## src/rtl/vtc_pkg.sv

```systemverilog
// Shared definitions for the video timing controller: axis state encoding,
// runtime-config register addresses and the segment-total helper.
package vtc_pkg;

  typedef enum logic [1:0] {
    AX_ACTIVE = 2'd0,
    AX_FP     = 2'd1,
    AX_SYNC   = 2'd2,
    AX_BP     = 2'd3
  } axis_state_t;

  localparam logic [2:0] CFG_H_ACTIVE = 3'd0;
  localparam logic [2:0] CFG_H_FP     = 3'd1;
  localparam logic [2:0] CFG_H_SYNC   = 3'd2;
  localparam logic [2:0] CFG_H_BP     = 3'd3;
  localparam logic [2:0] CFG_V_ACTIVE = 3'd4;
  localparam logic [2:0] CFG_V_FP     = 3'd5;
  localparam logic [2:0] CFG_V_SYNC   = 3'd6;
  localparam logic [2:0] CFG_V_BP     = 3'd7;

  function automatic logic [31:0] vtc_total(input logic [31:0] a, input logic [31:0] f,
                                             input logic [31:0] s, input logic [31:0] b);
    return a + f + s + b;
  endfunction

endpackage

```

## src/rtl/vtc_axis.sv

```systemverilog
// One raster axis: counts 0..TOTAL-1 and walks ACTIVE -> FP -> SYNC -> BP.
// clr returns the axis to count 0 / ACTIVE and overrides step.
module vtc_axis
  import vtc_pkg::*;
#(
  parameter int unsigned CW = 12
) (
  input  logic          clk_pixel,
  input  logic          rst,
  input  logic          clr,
  input  logic          step,
  input  logic [CW-1:0] len_active,
  input  logic [CW-1:0] len_fp,
  input  logic [CW-1:0] len_sync,
  input  logic [CW-1:0] len_bp,
  output logic [CW-1:0] count,
  output axis_state_t   state,
  output logic          wrap,
  output logic          in_sync
);

  axis_state_t   state_nxt;
  logic [CW-1:0] count_nxt;
  logic [CW-1:0] end_active, end_fp, end_sync, end_total;
  logic          at_end;

  always_comb begin
    end_active = len_active - CW'(1);
    end_fp     = len_active + len_fp - CW'(1);
    end_sync   = len_active + len_fp + len_sync - CW'(1);
    end_total  = CW'(vtc_total(32'(len_active), 32'(len_fp), 32'(len_sync), 32'(len_bp)) - 32'd1);
  end

  always_ff @(posedge clk_pixel or negedge rst) begin
    if (!rst) begin
      state <= AX_ACTIVE;
      count <= '0;
    end else begin
      state <= state_nxt;
      count <= count_nxt;
    end
  end

  always_comb begin
    state_nxt = state;
    count_nxt = count;
    if (clr) begin
      state_nxt = AX_ACTIVE;
      count_nxt = '0;
    end else if (step) begin
      count_nxt = at_end ? '0 : count + CW'(1);
      case (state)
        AX_ACTIVE: if (count == end_active) state_nxt = AX_FP;
        AX_FP:     if (count == end_fp)     state_nxt = AX_SYNC;
        AX_SYNC:   if (count == end_sync)   state_nxt = AX_BP;
        AX_BP:     if (at_end)              state_nxt = AX_ACTIVE;
        default:                            state_nxt = AX_ACTIVE;
      endcase
    end
  end

  always_comb begin
    at_end  = (count == end_total);
    wrap    = step && !clr && at_end;
    in_sync = (state == AX_SYNC);
  end

endmodule

```

## src/rtl/video_timing_ctrl.sv

```systemverilog
// Raster timing generator: request stage (req/x/y/pulses) plus a PIPE_LAT delay
// line producing de/blank/hsync/vsync. Define VTC_RUNTIME_CFG_EN for runtime timing registers.
module video_timing_ctrl
  import vtc_pkg::*;
#(
  parameter int unsigned H_ACTIVE  = 640,
  parameter int unsigned H_FP      = 16,
  parameter int unsigned H_SYNC    = 96,
  parameter int unsigned H_BP      = 48,
  parameter int unsigned V_ACTIVE  = 480,
  parameter int unsigned V_FP      = 10,
  parameter int unsigned V_SYNC    = 2,
  parameter int unsigned V_BP      = 33,
  parameter bit          HSYNC_POL = 1'b0,
  parameter bit          VSYNC_POL = 1'b0,
  parameter int unsigned PIPE_LAT  = 2,
  parameter int unsigned CW        = 12
) (
  input  logic          clk_pixel,
  input  logic          rst,
  input  logic          en,
  output logic          req,
  output logic [CW-1:0] x,
  output logic [CW-1:0] y,
  output logic          de,
  output logic          blank,
  output logic          hsync,
  output logic          vsync,
  output logic          line_start,
  output logic          frame_start
`ifdef VTC_RUNTIME_CFG_EN
  ,
  input  logic          cfg_wr,
  input  logic [2:0]    cfg_addr,
  input  logic [CW-1:0] cfg_data,
  output logic          cfg_pending
`endif
);

  function automatic logic [CW-1:0] param_len(input logic [2:0] a);
    case (a)
      CFG_H_ACTIVE: return CW'(H_ACTIVE);
      CFG_H_FP:     return CW'(H_FP);
      CFG_H_SYNC:   return CW'(H_SYNC);
      CFG_H_BP:     return CW'(H_BP);
      CFG_V_ACTIVE: return CW'(V_ACTIVE);
      CFG_V_FP:     return CW'(V_FP);
      CFG_V_SYNC:   return CW'(V_SYNC);
      default:      return CW'(V_BP);
    endcase
  endfunction

  logic [CW-1:0] lens [8];
  axis_state_t   h_state, v_state;
  logic          h_wrap, v_wrap, h_in_sync, v_in_sync;
  logic          run, step;
  logic [2:0]    pipe_in, pipe_out;

  // run is en one cycle late so the first enabled cycle presents x=y=0 rather than skipping it
  always_ff @(posedge clk_pixel or negedge rst) begin
    if (!rst) run <= 1'b0;
    else      run <= en;
  end

  assign step = en && run;

  vtc_axis #(.CW(CW)) u_h_axis (
    .clk_pixel (clk_pixel),
    .rst       (rst),
    .clr       (!en),
    .step      (step),
    .len_active(lens[CFG_H_ACTIVE]),
    .len_fp    (lens[CFG_H_FP]),
    .len_sync  (lens[CFG_H_SYNC]),
    .len_bp    (lens[CFG_H_BP]),
    .count     (x),
    .state     (h_state),
    .wrap      (h_wrap),
    .in_sync   (h_in_sync)
  );

  vtc_axis #(.CW(CW)) u_v_axis (
    .clk_pixel (clk_pixel),
    .rst       (rst),
    .clr       (!en),
    .step      (h_wrap),
    .len_active(lens[CFG_V_ACTIVE]),
    .len_fp    (lens[CFG_V_FP]),
    .len_sync  (lens[CFG_V_SYNC]),
    .len_bp    (lens[CFG_V_BP]),
    .count     (y),
    .state     (v_state),
    .wrap      (v_wrap),
    .in_sync   (v_in_sync)
  );

`ifdef VTC_RUNTIME_CFG_EN
  logic [CW-1:0] shadow [8];
  logic          apply;

  assign apply = v_wrap || !en;

  // A write landing on the apply cycle stays pending for the following wrap
  always_ff @(posedge clk_pixel or negedge rst) begin
    if (!rst) begin
      for (int unsigned i = 0; i < 8; i++) begin
        shadow[i] <= param_len(3'(i));
        lens[i]   <= param_len(3'(i));
      end
      cfg_pending <= 1'b0;
    end else begin
      if (apply) begin
        for (int unsigned i = 0; i < 8; i++) lens[i] <= shadow[i];
        cfg_pending <= 1'b0;
      end
      if (cfg_wr) begin
        shadow[cfg_addr] <= cfg_data;
        cfg_pending      <= 1'b1;
      end
    end
  end
`else
  logic frame_wrap_unused;
  assign frame_wrap_unused = v_wrap;

  always_comb begin
    for (int unsigned i = 0; i < 8; i++) lens[i] = param_len(3'(i));
  end
`endif

  assign req         = run && (h_state == AX_ACTIVE) && (v_state == AX_ACTIVE);
  assign line_start  = run && (x == '0);
  assign frame_start = line_start && (y == '0);
  assign pipe_in     = {req, run && h_in_sync, run && v_in_sync};

  generate
    if (PIPE_LAT == 0) begin : g_no_lat
      assign pipe_out = pipe_in;
    end else begin : g_lat
      logic [2:0] stage [PIPE_LAT];
      always_ff @(posedge clk_pixel or negedge rst) begin
        if (!rst) begin
          for (int unsigned i = 0; i < PIPE_LAT; i++) stage[i] <= '0;
        end else begin
          stage[0] <= pipe_in;
          for (int unsigned i = 1; i < PIPE_LAT; i++) stage[i] <= stage[i-1];
        end
      end
      assign pipe_out = stage[PIPE_LAT-1];
    end
  endgenerate

  assign de    = pipe_out[2];
  assign blank = ~pipe_out[2];
  assign hsync = pipe_out[1] ? HSYNC_POL : ~HSYNC_POL;
  assign vsync = pipe_out[0] ? VSYNC_POL : ~VSYNC_POL;

endmodule

```

## config.mk

```make
export PLATFORM = sky130hd
export DESIGN_NAME = video_timing_ctrl
export DESIGN_NICKNAME = d
export VERILOG_FILES = /design/src/rtl/vtc_pkg.sv /design/src/rtl/vtc_axis.sv /design/src/rtl/video_timing_ctrl.sv
export SDC_FILE = /design/constraint.sdc
export NUM_CORES = 1
export LEC_CHECK = 0
export ABC_AREA = 0
export CAP_MARGIN = 30
export CORE_ASPECT_RATIO = 2
export CORE_MARGIN = 4
export CORE_UTILIZATION = 53
export DETAILED_ROUTE_END_ITERATION = 16
export PLACE_DENSITY = 0.86
export RECOVER_POWER = 50
export SETUP_SLACK_MARGIN = 0.02
export SYNTH_ARGS = -nofsm -noshare
export SYNTH_HDL_FRONTEND = slang
export SYNTH_SLANG_ARGS = --single-unit
export TNS_END_PERCENT = 10
```

## constraint.sdc

```tcl
create_clock -name clk_pixel -period 3 [get_ports clk_pixel]
set_clock_uncertainty 0.2 [all_clocks]
set_input_delay 0.75 -clock clk_pixel [delete_from_list [all_inputs] [get_ports clk_pixel]]
set_output_delay 0.75 -clock clk_pixel [all_outputs]
set_load 0.02 [all_outputs]
```

==> summary.md <==
| Metric | Value |
|---|---|
| Status | `complete, no violations` |
| Fin. max-slew vios | `0` |
| YS warnings | `0` |
| RSZ-0062 raised after global routing | `false` |
| Slew of the pin with the lowest slew margin | `0.9368 ns` |
| Avg Inst Size Synth | `roughly 9 um2` |
| Core area | `between 3000 and 4000 um2` |
| Post-layout min period | `between 2 and 3 ns` |
| Via count | `1978` |
| Relative slew slack | `0.3755` |
| Sw power | `0.0003350 W` |
| Final Cell Area | `2665 um2` |
| Placed inst area | `2594 um2` |
| CP endpoint kind | `output port` |
| Post-DP HPWL | `slightly above 4000 um` |
| Routed length per instance | `17.01 um` |
| Number of synthesized flops with an enable pin | `0` |
| First-pass GRT wire length | `9480 um` |
| Gr usage total | `0.2415` |
| Final core occ | `0.6862` |
| Internal power | `0.0007604 W` |
| Die Width | `~53 um` |
| H-tree depth | `2` |
| Largest net degree at the start of global routing | `36` |
| Area occupied by multi-input gates | `~1100 um2` |
| Post-route DRC | `0` |
| Clock buffer depth | `2` |
| Clk sinks | `35` |
| Critical Path AT | `1.97 ns` |
| Clock-pin transition on the worst setup and hold timing paths | `approximately 0.070 ns` |
| DIE AREA | `just over 5000 um2` |
| Worst skew pair latency | `0.29 ns` |
| Final setup violation count | `0` |
| Synth Net Count | `249` |
| CTS tree | `built` |
| DRT Pass-1 Iters | `4` |
| Drt total wl | `5614 um` |
| Worst Hold Class | `reg2reg` |
| Crit-path max FO | `2` |
| Crit path kind | `reg2out` |
| Async SR Flop Fraction | `1.000` |
| Critical path data required time | `2.05 ns` |
| Area occupied by registers | `between 800 and 900 um2` |
| Die Ht | `97.62 um` |
| R2r setup slk | `0.49 ns` |
| Initial antenna violation count | `0` |
| Seq pwr share | `0.476` |
| Final hold violation count | `0` |
| Fmax | `0.3422 GHz` |
| P_leak | `1.111 nW` |
| Nets@finish | `294` |
| Vias per cell | `5.994` |
| Final Wtd Congestion | `roughly 0.84` |
| Comb pwr share | `0.215` |
| Pwr/cell area | `411.0 nW/um2` |
| Seq/Total Area, Yosys | `0.4115` |
| Root Buffer | `clkbuf_8` |
| Post-synthesis register bit count | `35` |
| Filler Cells Inserted | `312` |
| Layout cell share with drive strength beyond 1 | `0.1219` |
| DRT iter0 DRCs | `88` |
| Worst VDD drop | `342.3 uV` |
| Mapped cell area | `2128 um2` |
| Vias in the first global route | `2039` |
| FF-to-FF Start | `u_h_axis.count[0]` |
| Final period util | `0.9740` |
| Cts bufs inserted | `5` |
| Clk pwr share | `0.309` |
| Area Overhead vs Synth | `25.22%` |
| Hold buffers post-CTS | `0` |
| Io pins | `34` |
| Top_reg_cell synth | `dfrtp_1` |
| Critical path origin | `u_h_axis.count[7]` |
| Setup TNS | `0 ns` |
| Sw Share | `0.3059` |
| Hold Startpoint | `g_lat.stage[4]` |
| Overflow after GRT | `0` |
| Crit path launch type | `flip-flop` |
| # diodes | `0` |
| DRT antenna net count | `0` |
| Starting Density | `0.5480` |
| PortBufs | `33` |
| Max Cap Viol | `0` |
| Syn Inst Count | `233` |
| Core Rows | `32` |
| Yosys cell types | `approximately 50` |
## critical path, cell delays in order (launching register included)
cell	delay (ns)
dfrtp_1	0.40
or4b_4	0.56
nor3_2	0.20
and4_1	0.20
dlygate4sd2_1	0.33
## Yosys cell counts (2+ instances only)
master | number | area [um2]
and3_2 | 3 | 22.52
o21ai_0 | 21 | 105.1
xor2_1 | 2 | 17.52
and3_1 | 5 | 31.28
inv_1 | 14 | 52.55
nand3_1 | 12 | 60.06
buf_2 | 3 | 15.01
xnor2_1 | 3 | 26.28
nor4_1 | 3 | 18.77
ha_1 | 13 | 162.7
nor2b_1 | 2 | 12.51
dfrtp_1 | 35 | 875.8
nor2_1 | 8 | 30.03
o21ai_1 | 2 | 10.01
a31oi_1 | 10 | 62.56
a21oi_1 | 7 | 35.03
nor4b_1 | 2 | 17.52
nand4_1 | 5 | 31.28
nor3_1 | 5 | 25.02
clkbuf_1 | 6 | 22.52
a41oi_1 | 4 | 35.03
nand2_1 | 26 | 97.59
o31ai_1 | 4 | 30.03
and2_1 | 6 | 37.54
buf_6 | 2 | 22.52
nand2b_1 | 5 | 31.28
## worst paths after layout
kind / to / cells past startpoint
worst min register to register: pipe_out[1] / 0
min in group asynchronous: pipe_out[0] / 2
worst max-delay path: frame_start / 4
worst max register to register: u_v_axis.count[10] / 7
max in group asynchronous: u_h_axis.count[10] / 2
worst min-delay path: pipe_out[1] / 0
## layout by cell type, fill, tap and decap left out, drive strengths merged, types with 7 or more instances in the layout
cell / n
dfrtp: 35
nand2: 26
clkdlybuf4s50: 25
o21ai: 23
buf: 15
inv: 14
ha: 13
nand3: 12
a31oi: 10
nor2: 8
and3: 8
clkbuf: 8
a21oi: 7
## sequential cells by signal, summed over array words and instances (netlist names)
| signal | count |
|---|---|
| u_h_axis.count | 12 |
| u_v_axis.count | 12 |
| g_lat.stage | 3 |
| pipe_out | 3 |
| u_h_axis.state | 2 |
| u_v_axis.state | 2 |
| run | 1 |
## metrics by stage
stage               setup slack (ns)  power (W)  hold slack (ns)  cells
finish                       0.07802   0.001095           0.1508    330
global route                 0.02092   0.001151           0.1576    330
CTS                          0.07429   0.001108           0.1501    330
detailed placement            0.1113  0.0007741           0.1347    322
global placement              0.1391  0.0007652           0.1320    322
floorplan                     0.1420  0.0006781           0.1312    233
## final cells by class
class                           instances  area share
Clock inverter                          3    0.005634
Tap cell                               51     0.02394
Clock buffer                            5     0.02582
Inverter                               14     0.01972
Multi-Input combinational cell        171      0.4263
Timing Repair Buffer                   51      0.1700
Sequential cell                        35      0.3286
## metal layers
metal	track usage	share of wire
met3	0.03840	0.039
met4	0.1220	0.042
met5	0	0
met1	0.2527	0.37
met2	0.4349	0.55
## power groups by stage
stage | logic (W) | registers (W) | clock network, W
2_1_floorplan | 0.000143 | 0.000535 | 0
3_3_place_gp | 0.000237 | 0.000528 | 0
3_5_place_dp | 0.000245 | 0.000529 | 0
4_1_cts | 0.000245 | 0.000520 | 0.000343
5_1_grt | 0.000263 | 0.000523 | 0.000364
6_report | 0.000236 | 0.000522 | 0.000338
## logic make-up (layout without fill, tap and decap cells)
group	after synthesis	after routing	synth area share
xor gates and xnor gates	5	5	0.02058
and+or+nand+nor	93	93	0.2463
muxes	1	1	0.004703
DFF	35	35	0.4115
AOI/OAI and AO/OA	59	59	0.1834
buffers and inverters	27	73	0.05702
adders and majority gates	13	13	0.07643
## timing repair
item                                    4_1_cts  5_1_grt
hold endpoints to repair                      0        0
endpoints found under the setup margin        2        0
resized for setup                             2        0
buffers inserted                              0        0
(Power assumes the default switching activity.)
